$ cat src/rtl/set_bit_iterator.sv
// set_bit_iterator: accepts one vector over valid/ready, then streams its set bits
// LSB-first, one beat per accepted output transfer (one-hot mask, index, ordinal).
module set_bit_iterator #(
    parameter int unsigned WIDTH = 12
) (
    input  logic                         clk_i,
    input  logic                         rst_ni,
    input  logic                         in_valid_i,
    output logic                         in_ready_o,
    input  logic [WIDTH-1:0]             vec_i,
    output logic                         out_valid_o,
    input  logic                         out_ready_i,
    output logic [WIDTH-1:0]             onehot_o,
    output logic [$clog2(WIDTH)-1:0]     idx_o,
    output logic [$clog2(WIDTH+1)-1:0]   ord_o,
    output logic                         last_o,
    output logic                         empty_o,
    output logic                         busy_o
);

    localparam int unsigned IDXW = $clog2(WIDTH);
    localparam int unsigned CNTW = $clog2(WIDTH + 1);

    typedef enum logic {
        StIdle,
        StEmit
    } state_t;

    state_t            state_q;
    logic [WIDTH-1:0]  rem_q;
    logic [CNTW-1:0]   ord_q;
    logic              empty_q;

    logic              emit;
    logic [WIDTH-1:0]  lowest;
    logic              rest_zero;
    logic [IDXW-1:0]   lowest_idx;
    logic              beat_last;

    assign emit      = (state_q == StEmit);
    // Two's-complement trick isolates the lowest set bit of the remaining vector.
    assign lowest    = rem_q & (~rem_q + WIDTH'(1));
    assign rest_zero = ((rem_q & ~lowest) == '0);
    assign beat_last = empty_q | rest_zero;

    // Binary-encode the one-hot lowest bit (all-zero mask encodes to 0).
    always_comb begin
        lowest_idx = '0;
        for (int unsigned i = 0; i < WIDTH; i++) begin
            if (lowest[i]) begin
                lowest_idx = lowest_idx | IDXW'(i);
            end
        end
    end

    // Beat outputs come straight from registered state; gated so IDLE shows all-zero.
    always_comb begin
        in_ready_o  = !emit;
        out_valid_o = emit;
        busy_o      = emit;
        onehot_o    = emit ? lowest : '0;
        idx_o       = emit ? lowest_idx : '0;
        ord_o       = (emit && !empty_q) ? ord_q : '0;
        last_o      = emit & beat_last;
        empty_o     = emit & empty_q;
    end

    // Control FSM: capture a vector in IDLE, peel one set bit per transfer in EMIT.
    always_ff @(posedge clk_i or negedge rst_ni) begin
        if (!rst_ni) begin
            state_q <= StIdle;
            rem_q   <= '0;
            ord_q   <= '0;
            empty_q <= 1'b0;
        end else begin
            unique case (state_q)
                StIdle: begin
                    if (in_valid_i) begin
                        state_q <= StEmit;
                        rem_q   <= vec_i;
                        ord_q   <= CNTW'(1);
                        empty_q <= (vec_i == '0);
                    end
                end
                StEmit: begin
                    if (out_ready_i) begin
                        if (beat_last) begin
                            state_q <= StIdle;
                            rem_q   <= '0;
                            ord_q   <= '0;
                            empty_q <= 1'b0;
                        end else begin
                            rem_q <= rem_q & ~lowest;
                            ord_q <= ord_q + CNTW'(1);
                        end
                    end
                end
                default: begin
                    state_q <= StIdle;
                end
            endcase
        end
    end

endmodule

$ cat config.mk
export PLATFORM = sky130hd
export DESIGN_NAME = set_bit_iterator
export DESIGN_NICKNAME = d
export VERILOG_FILES = /design/src/rtl/set_bit_iterator.sv
export SDC_FILE = /design/constraint.sdc
export NUM_CORES = 1
export LEC_CHECK = 0
export ABC_AREA = 1
export BUFFER_PORTS_ARGS = -buffer_cell sky130_fd_sc_hd__buf_2
export CAP_MARGIN = 10
export CORE_ASPECT_RATIO = 1.75
export CORE_MARGIN = 4
export CORE_UTILIZATION = 46
export DETAILED_ROUTE_END_ITERATION = 12
export HOLD_SLACK_MARGIN = 0.08
export PLACE_DENSITY = 0.84
export SETUP_SLACK_MARGIN = 0.15
export SKIP_LAST_GASP = 1
export SLEW_MARGIN = 10
export SYNTH_ARGS = -nofsm -noshare
export SYNTH_HDL_FRONTEND = slang
export SYNTH_SLANG_ARGS = --single-unit
$ cat constraint.sdc
create_clock -name clk_i -period 1.6 [get_ports clk_i]
set_clock_uncertainty 0.15 [all_clocks]
set_input_delay 0.08 -clock clk_i [delete_from_list [all_inputs] [get_ports clk_i]]
set_output_delay 0.08 -clock clk_i [all_outputs]
set_load 0.01 [all_outputs]
---- After elaboration in Yosys (flattened, before gate mapping) ----
Index checks and enable logic that the tools add are counted.
storage, ports and cells
  register bits ........................... 18
  bits in latches ......................... 0
  memory bits (writable) .................. 0
  memory bits (read-only) ................. 0
  input bits .............................. 16
  output and inout bits ................... 25
  memories kept ........................... 0
operators by class
  add/subtract/negate cells ............... 2
  multiply operators ...................... 0
  div/mod/pow operators ................... 0
  magnitude comparators ................... 0
  equality and inequality tests ........... 3
  shift-type cells ........................ 0
  multiplexer cells ....................... 30
  bitwise logic cells ..................... 8
  reductions and logical operators ........ 7
operators by type and width
  operator                 number
  $mux W12                 4
  $mux W4                  9
  $and A12 B12 Y12         2
  $logic_not A12 Y1        2
  $not A12 Y12             2
  $pmux W12 S2             1
  $add A12 B1 Y12 const B  1
  $mux W3                  4
  $pmux W4 S2              1
  $mux W1                  7
  $add A4 B1 Y4 const B    1
  $mux W2                  2
  $ne A2 B2 Y1 const B     2
  $pmux W1 S2              2
  $reduce_and A3 Y1        1
  $and A1 B1 Y1            2
  $logic_not A1 Y1         2
  $ne A2 B1 Y1 const B     1
  $reduce_and A2 Y1        1
  $logic_and A1 B1 Y1      1
  $not A1 Y1               1
  $or A1 B1 Y1             1

---- Depth between registers and ports, before layout ----
Gate-level depths: netlist of the first run.
  depth after elaboration ................. 15
  depth in mapped cells ................... 11
  gate-level depth less buffers ........... 11

---- Least setup slack after synthesis of the first run ----
Ideal clock, no wire load.
  kind .................................... flip-flop to output port
  start ................................... register rem_q[0]
  end ..................................... output last_o
  arrival time ............................ 1.456 ns
  required time ........................... 1.370 ns
  setup slack ............................. -0.086 ns
  stages on the path, launching flop included .. 10
  path buffers ............................ 0
  cell sequence ........................... dfrtp_1 > nor2_4 > nand2_4 > nor2_2 > nand2_1 > nand2_1 > nand2_1 > nor2_2 > nand2_4 > a21oi_1
between the ends
  longest elaborated chain between the ends .. 8
ends and longest elaborated chain
  what                    line  source
  start, declared         30    logic [WIDTH-1:0] rem_q;
  start signal, assigned  80    rem_q <= vec_i;
  start signal, assigned  93    rem_q <= rem_q & ~lowest;
  $not A12 Y12            42    assign lowest = rem_q & (~rem_q + WIDTH'(1));
  $add A12 B1 Y12         42
  $and A12 B12 Y12        42
  $not A12 Y12            43    assign rest_zero = ((rem_q & ~lowest) == '0);
  $and A12 B12 Y12 *      43
  $logic_not A12 Y1 *     43
  $or A1 B1 Y1 *          44    assign beat_last = empty_q | rest_zero;
  $and A1 B1 Y1 *         64    last_o = emit & beat_last;
  end, declared           16    output logic last_o,
Mark *: on every way between the ends. The rest lies on a longest branch, timed or not.

---- Worst setup path in the final report of the first run ----
  start ................................... register rem_q[1]
  end ..................................... register state_q, in the netlist busy_o
between the ends
  longest elaborated chain between the ends .. 10
ends and longest elaborated chain
  what                  line  source
  $not A12 Y12          42
  $add A12 B1 Y12       42
  $and A12 B12 Y12      42
  $not A12 Y12          43
  $and A12 B12 Y12 *    43
  $logic_not A12 Y1 *   43
  $or A1 B1 Y1 *        44
  $mux W1 *             87    if (beat_last) begin
  $mux W1 *             86    if (out_ready_i) begin
  $pmux W1 S2 *         76    unique case (state_q)
  end signal, assigned  79    state_q <= StEmit;
  end signal, assigned  88    state_q <= StIdle;
  end signal, assigned  99    state_q <= StIdle;
  end, declared         29    state_t state_q;
Marked as above.
A chain may end at the register's enable or synchronous reset.

==> reports/summary.txt, run 1 <==
Pre-CTS setup slack -> -0.244 ns
Post-Syn Instances -> 206
Input/output buffers -> 40
Mean Syn Cell Area -> 6.50 sq um
Critical R2R Launch -> rem_q[1]$_DFFE_PN0P_
Slew margin rel. -> 0.691
# DRC -> 0
CTS sink count -> 18
Final period util -> 1.40
Total stage count of the critical path -> 11
GRT Total Usage -> 0.336
Vias in the first global route -> 2106
Commonest non-fill, non-tap cells in the layout -> 48 x buf_4, 40 x buf_2, 27 x nand2_1
Die height -> 79.4 um
CP Class -> register to register
Clk slew on worst S/H paths -> 0.08 ns
Max Root-Sink Buffers -> 2
RSZ-0062 raised after global routing -> yes
H-tree levels -> 1
Setup slack, reg-to-reg -> -0.63 ns
CP Cell Sequence -> nor2_4, buf_4, nand3_1, nand2_1, nand3_2, nor2_4, nand2_4, buf_4, buf_6, nand2_8, o211ai_1
Syn Nets -> 223
PD cells -> 829 mW/mm^2
Synth-to-layout area growth -> 84.6%
I/O Pins -> 41
Antenna violations before repair -> 0
Routed WL per cell -> 21.8 um
Pre-antenna DRT Iters -> 5
1st-iter DRT viols -> 180
Final net count -> 334
Static Leak -> 1.34 nW
CP peak stage delay -> 0.44 ns
Fin crit period -> 2.23 ns
Startpoint types -> register
RR Endpoint -> busy_o$_DFF_PN0_
Worst-Margin Slew -> 0.464 ns
Max-cap violations -> 0
Crit path max fanout -> 5
Synthesized flop and latch total -> 18
Global-route wire length before repair -> 10200 um
Worst-skew pair later-pin latency -> 0.27 ns
Total congestion overflow -> 0
Worst hold margin -> 0.112 ns
Mapped Area -> 0.00134 sq mm
Peak VDD IR -> 0.864 mV
Worst setup EP type -> register
Die footprint -> 0.00387 sq mm
Most common cell after layout, fill and taps aside -> buf_4
Root buffer cell -> clkbuf_8
Cell family contributing the most delay on the critical path -> simple AND/OR/NAND/NOR gates
Initial Utilization -> 0.486
Row cnt -> 25
Core area -> 0.00275 sq mm
Die Span X -> 48.8 um
Fmax -> 448 MHz
Failing checks -> setup timing
CTS Buf Count -> 3
Fin worst setup slack -> -0.633 ns
Diode count -> 0
GPL Wtd Cong -> 0.934
Worst R2R Path Depth -> 11
Crit path from -> rem_q[1]$_DFFE_PN0P_
Layout cells sized above 1 -> 0.525
Crit path required time -> 1.58 ns
TritonCTS clock tree -> yes
ANT nets after route -> 0
Largest net degree at the start of global routing -> 19
Detailed-route via count -> 2164
Slew Viols, Final -> 0
Total Power -> 2.05 mW
CP bufs+invs -> 3
TNS Setup -> -12.50 ns
Tightest Hold Check Type -> primary input to register
Worst Setup EP -> busy_o$_DFF_PN0_
Vias per cell -> 6.31
Routed WL -> 7460 um
Yosys cell types -> 30
Status -> finished, violations left
Synth Warn # -> 0
Final setup violation count -> 29
Slowest-stage cell, CP -> dfrtp_1
Hold Vio Cnt, Final -> 0
Dpl hpwl -> 3620 um
Sequential fraction of the synthesis area -> 0.336
Critical Path AT -> 2.21 ns
[worst reg2reg max path, cell delays in order (launching register included)]
cell,delay [ns]
dfrtp_1,0.44
nor2_4,0.26
buf_4,0.17
nand3_1,0.12
nand2_1,0.16
nand3_2,0.13
nor2_4,0.15
nand2_4,0.07
buf_4,0.14
buf_6,0.13
nand2_8,0.08
o211ai_1,0.12
[flip-flops by register name, summed over array words and instances, names as in the netlist]
| signal | flops |
|---|---|
| rem_q | 12 |
| ord_q | 4 |
| busy_o | 1 |
| empty_q | 1 |
[worst min-delay path by stage]
stage / startpoint / to / slack [ns] / cells after the start
3_3_place_gp: rst_ni / empty_q$_DFFE_PN0P_ / -0.12 / 1
5_1_grt: vec_i[8] / empty_q$_DFFE_PN0P_ / 0.14 / 6
3_5_place_dp: rst_ni / rem_q[10]$_DFFE_PN0P_ / -0.12 / 1
2_1_floorplan: rst_ni / busy_o$_DFF_PN0_ / -0.37 / 0
4_1_cts: vec_i[7] / empty_q$_DFFE_PN0P_ / 0.08 / 6
6_report: vec_i[8] / empty_q$_DFFE_PN0P_ / 0.11 / 6
[per-layer routing]
metal	GRT usage	part of all wire	vias to the layer above	wire length, um
met5	0	0	-	0
met4	0.218	0.094	0	700
met3	0.0582	0.085	83	634
met2	0.620	0.50	204	3750
met1	0.332	0.32	991	2380
li1	-	-	886	-
[cell families after synthesis]
| logic type | Yosys count | synth area share |
|---|---|---|
| AOI/OAI and AO/OA | 35 | 0.144 |
| buffers and inverters | 36 | 0.107 |
| xor gates and xnor gates | 2 | 0.0131 |
| DFF | 18 | 0.336 |
| and+or+nand+nor | 114 | 0.391 |
| adders and majority gates | 1 | 0.00934 |
[stage by stage]
stage	std cells	instance area [sq um]	utilization
2_1_floorplan	206	1380	-
3_3_place_gp	308	1890	0.686
3_5_place_dp	308	1890	0.686
4_1_cts	338	2290	0.833
5_1_grt	343	2470	0.898
6_report	343	2470	0.898
[Yosys cell counts, drive strengths merged]
library cell  number  share of area
nor4               2         0.0093
nand3             19          0.075
o211ai             1         0.0056
o21ai             15          0.056
or2                2         0.0094
dfrtp             18           0.34
clkbuf             2         0.0056
o21a               1         0.0056
inv               29          0.081
nand4              2         0.0093
o22ai              1         0.0047
buf                5          0.020
nor3               7          0.026
xor2               2          0.013
a21oi             13          0.049
ha                 1         0.0093
nand2             41           0.13
a22oi              3          0.017
a41oi              1         0.0065
nor2              41           0.13
[where the power goes]
part | internal, mW | switching (mW)
Clock | 0.220 | 0.185
Combinational | 0.448 | 0.529
Sequential | 0.540 | 0.127
[what timing repair did]
| action | 4_1_cts | 5_1_grt |
|---|---|---|
| pin swaps | 16 | 13 |
| hold buffers | 15 | 1 |
| resized for setup | 29 | 38 |
| endpoints found under the hold margin | 31 | 1 |
| gates cloned | 0 | 0 |
| setup endpoints to repair | 30 | 37 |
| buffers inserted | 12 | 5 |
[area by class of cell]
cell class / count / area, sq um
Clock buffer: 4 / 55.1
Sequential cell: 18 / 453
Inverter: 29 / 109
Timing Repair Buffer: 113 / 823
Multi-Input combinational cell: 152 / 997
Tap cell: 27 / 33.8
Fill cell: 120 / 282
Note: power is estimated with default switching activity, not from simulation.
==> inputs of run 2 (changes only) <==
- MAX_ROUTING_LAYER: not set -> met4
==> run 2 against run 1 <==
The flow still finishes with violations (setup timing). Register-to-register slack improved by 0.10 ns. Flip-flop and latch count did not move. Non-clock buffer count increased by 2. Utilization down 1.4 points. Worst setup slack improved by 0.074 ns. Die area unchanged. Sequential power down 2%. Worst hold slack got worse by 0.0031 ns. Critical endpoint is now last_o. Sequential share of layout area rose by 0.28 points. Largest power group unchanged. Fmax grew 3.4%. Cell count rose by 0.58%.
==> reports/summary.txt, run 2 (synthesized netlist as in run 1, its figures left out) <==
Status -> finished, violations left
Failing checks -> setup timing
Pre-antenna DRT Iters -> 5 (unchanged)
Max-cap violations -> 0 (unchanged)
Antenna violations before repair -> 0 (unchanged)
H-tree levels -> 1 (unchanged)
Tightest Hold Check Type -> primary input to register
Max FFs per register -> 12 (unchanged)
Critical R2R Launch -> rem_q[1]$_DFFE_PN0P_
CP Class -> register to output port
Largest net degree at the start of global routing -> 19 (unchanged)
Input/output buffers -> 40 (unchanged)
Register share of total power -> 0.331 (+0.005)
I/O Pins -> 41 (unchanged)
Total congestion overflow -> 0 (unchanged)
Fin worst setup slack -> -0.559 ns (+0.0741 ns)
CTS sink count -> 18 (unchanged)
Row cnt -> 25 (unchanged)
Crit path required time -> 1.37 ns (-0.21 ns)
Most common cell after layout, fill and taps aside -> buf_4
Final period util -> 1.35 (-0.0463)
Setup slack, reg-to-reg -> -0.53 ns (+0.10 ns)
Int Power -> 1.21 mW (+0.13%)
GRT Total Usage -> 0.297 (-0.0392)
1st-iter DRT viols -> 88 (-51%)
Hold Vio Cnt, Final -> 0 (unchanged)
Initial Utilization -> 0.486 (unchanged)
TritonCTS clock tree -> yes
Fin crit period -> 2.16 ns (-0.0741 ns)
Most flops, register -> rem_q
Root buffer cell -> clkbuf_8
Final net count -> 336 (+0.60%)
Diode count -> 0 (unchanged)
CP Cell Sequence -> nor2_4, nand2_4, o21ai_2, nand3_1, nor2_2, nand2_4, a21oi_2, buf_2
RR Endpoint -> busy_o$_DFF_PN0_
ANT nets after route -> 0 (unchanged)
Static Leak -> 1.32 nW (-1.4%)
Net Sw Power -> 0.776 mW (-7.7%)
Startpoint types -> register
RSZ-0062 raised after global routing -> yes
Dpl hpwl -> 3660 um (+1.3%)
Routed WL -> 6800 um (-8.9%)
Cell family contributing the most delay on the critical path -> simple AND/OR/NAND/NOR gates
PD cells -> 816 mW/mm^2 (-1.6%)
Worst setup EP type -> output port
Clock share of power -> 0.201 (+0.004)
GPL Wtd Cong -> 0.887 (-5.0%)
Fmax -> 463 MHz (+3.4%)
CTS Buf Count -> 3 (unchanged)
Die footprint -> 0.00387 sq mm (unchanged)
Slowest-stage cell, CP -> dfrtp_1
Worst hold margin -> 0.109 ns (-0.00307 ns)
Worst-Margin Slew -> 0.495 ns (+0.0308 ns)
Final Non-Filler Cells -> 345 (+0.58%)
Vias in the first global route -> 2020 (-4.1%)
CP bufs+invs -> 1 (-2)
Slew margin rel. -> 0.667 (-0.0236)
Routed WL per cell -> 19.7 um (-9.5%)
Detailed-route via count -> 2068 (-4.4%)
Die Span X -> 48.8 um (unchanged)
Vias per cell -> 5.99 (-5.0%)
Max Root-Sink Buffers -> 2 (unchanged)
# DRC -> 0 (unchanged)
Global-route wire length before repair -> 8880 um (-13%)
Core area -> 0.00275 sq mm (unchanged)
Crit path max fanout -> 5 (unchanged)
TNS Setup -> -10.79 ns (+1.70 ns)
Slew Viols, Final -> 0 (unchanged)
Sw Ratio -> 0.391 (-0.0195)
CP most frequent cell -> nand2_4
CP peak stage delay -> 0.42 ns (-0.02 ns)
Worst Setup EP -> last_o
Critical Path AT -> 1.93 ns (-0.28 ns)
Dpl cells -> 308 (unchanged)
Die height -> 79.4 um (unchanged)
Final setup violation count -> 29 (unchanged)
Crit path from -> rem_q[1]$_DFFE_PN0P_
Total stage count of the critical path -> 8 (-3)
Peak VDD IR -> 0.768 mV (-11%)
Commonest non-fill, non-tap cells in the layout -> 51 x buf_4, 40 x buf_2, 27 x nor2_1, 27 x nand2_1, 26 x inv_1
Worst-skew pair later-pin latency -> 0.27 ns (about the same)
Layout cells sized above 1 -> 0.484 (-0.0410)
Worst R2R Path Depth -> 10 (-1)
Largest regs -> rem_q (12), ord_q (4)
Combinational share of power -> 0.468 (-0.009)
Clk slew on worst S/H paths -> 0.08 ns (about the same)
Synth-to-layout area growth -> 81.8%
-- run 2: layout make-up --
type	count	area (sq um)
multi-input combinational	152	927
timing repair buffer	115	856
sequential	18	453
fill	147	319
inverter	29	109
clock buffer	4	55.1
tap	27	33.8
-- run 2: power by group through the flow --
stage | sequential (mW) | clock (mW) | combinational [mW]
2_1_floorplan | 0.622 | 0 | 0.338
3_3_place_gp | 0.636 | 0 | 0.668
3_5_place_dp | 0.640 | 0 | 0.691
4_1_cts | 0.635 | 0.379 | 0.738
5_1_grt | 0.658 | 0.417 | 0.993
6_report | 0.656 | 0.400 | 0.928
-- run 2: metrics by stage --
| step | instance area (sq um) | utilization | power [mW] | setup slack, ns |
|---|---|---|---|---|
| after global routing | 2430 | 0.884 | 2.07 | -0.616 |
| after floorplan | 1380 | - | 0.961 | -0.0309 |
| after detailed placement | 1890 | 0.686 | 1.33 | -0.225 |
| after global placement | 1890 | 0.686 | 1.30 | -0.213 |
| final | 2430 | 0.884 | 1.98 | -0.559 |
| after CTS | 2160 | 0.783 | 1.75 | -0.384 |
-- run 2: how the worst min path moves through the flow --
| stage | end | slack [ns] | start | cells past startpoint |
|---|---|---|---|---|
| after floorplan | busy_o$_DFF_PN0_ | -0.37 | rst_ni | 0 |
| after global placement | empty_q$_DFFE_PN0P_ | -0.12 | rst_ni | 1 |
| after detailed placement | busy_o$_DFF_PN0_ | -0.12 | rst_ni | 1 |
| after CTS | empty_q$_DFFE_PN0P_ | 0.08 | vec_i[3] | 6 |
| after global routing | empty_q$_DFFE_PN0P_ | 0.15 | vec_i[3] | 6 |
| final | empty_q$_DFFE_PN0P_ | 0.11 | vec_i[3] | 6 |
-- run 2: per-layer routing --
metal  part of all wire  track usage  vias up
met5                  0            -        -
met4              0.085        0.164        0
met3              0.060       0.0450       60
met2               0.53        0.547      141
met1               0.33        0.287      975
li1                   -            -      892
-- run 2: tightest hold or removal path: stages --
cell and delay (ns):
buf_2 0.10, nor4_1 0.07, nand3_1 0.09, nor3_1 0.06, nand3_2 0.06, nand2_1 0.04
-- run 2: timing repair --
| item | in CTS | in global routing |
|---|---|---|
| setup endpoints to repair | 30 | 38 |
| endpoints found under the hold margin | 32 | 1 |
| hold buffers | 15 | 1 |
| resized for setup | 2 | 48 |
| buffers inserted | 7 | 11 |
| pin swaps | 3 | 15 |
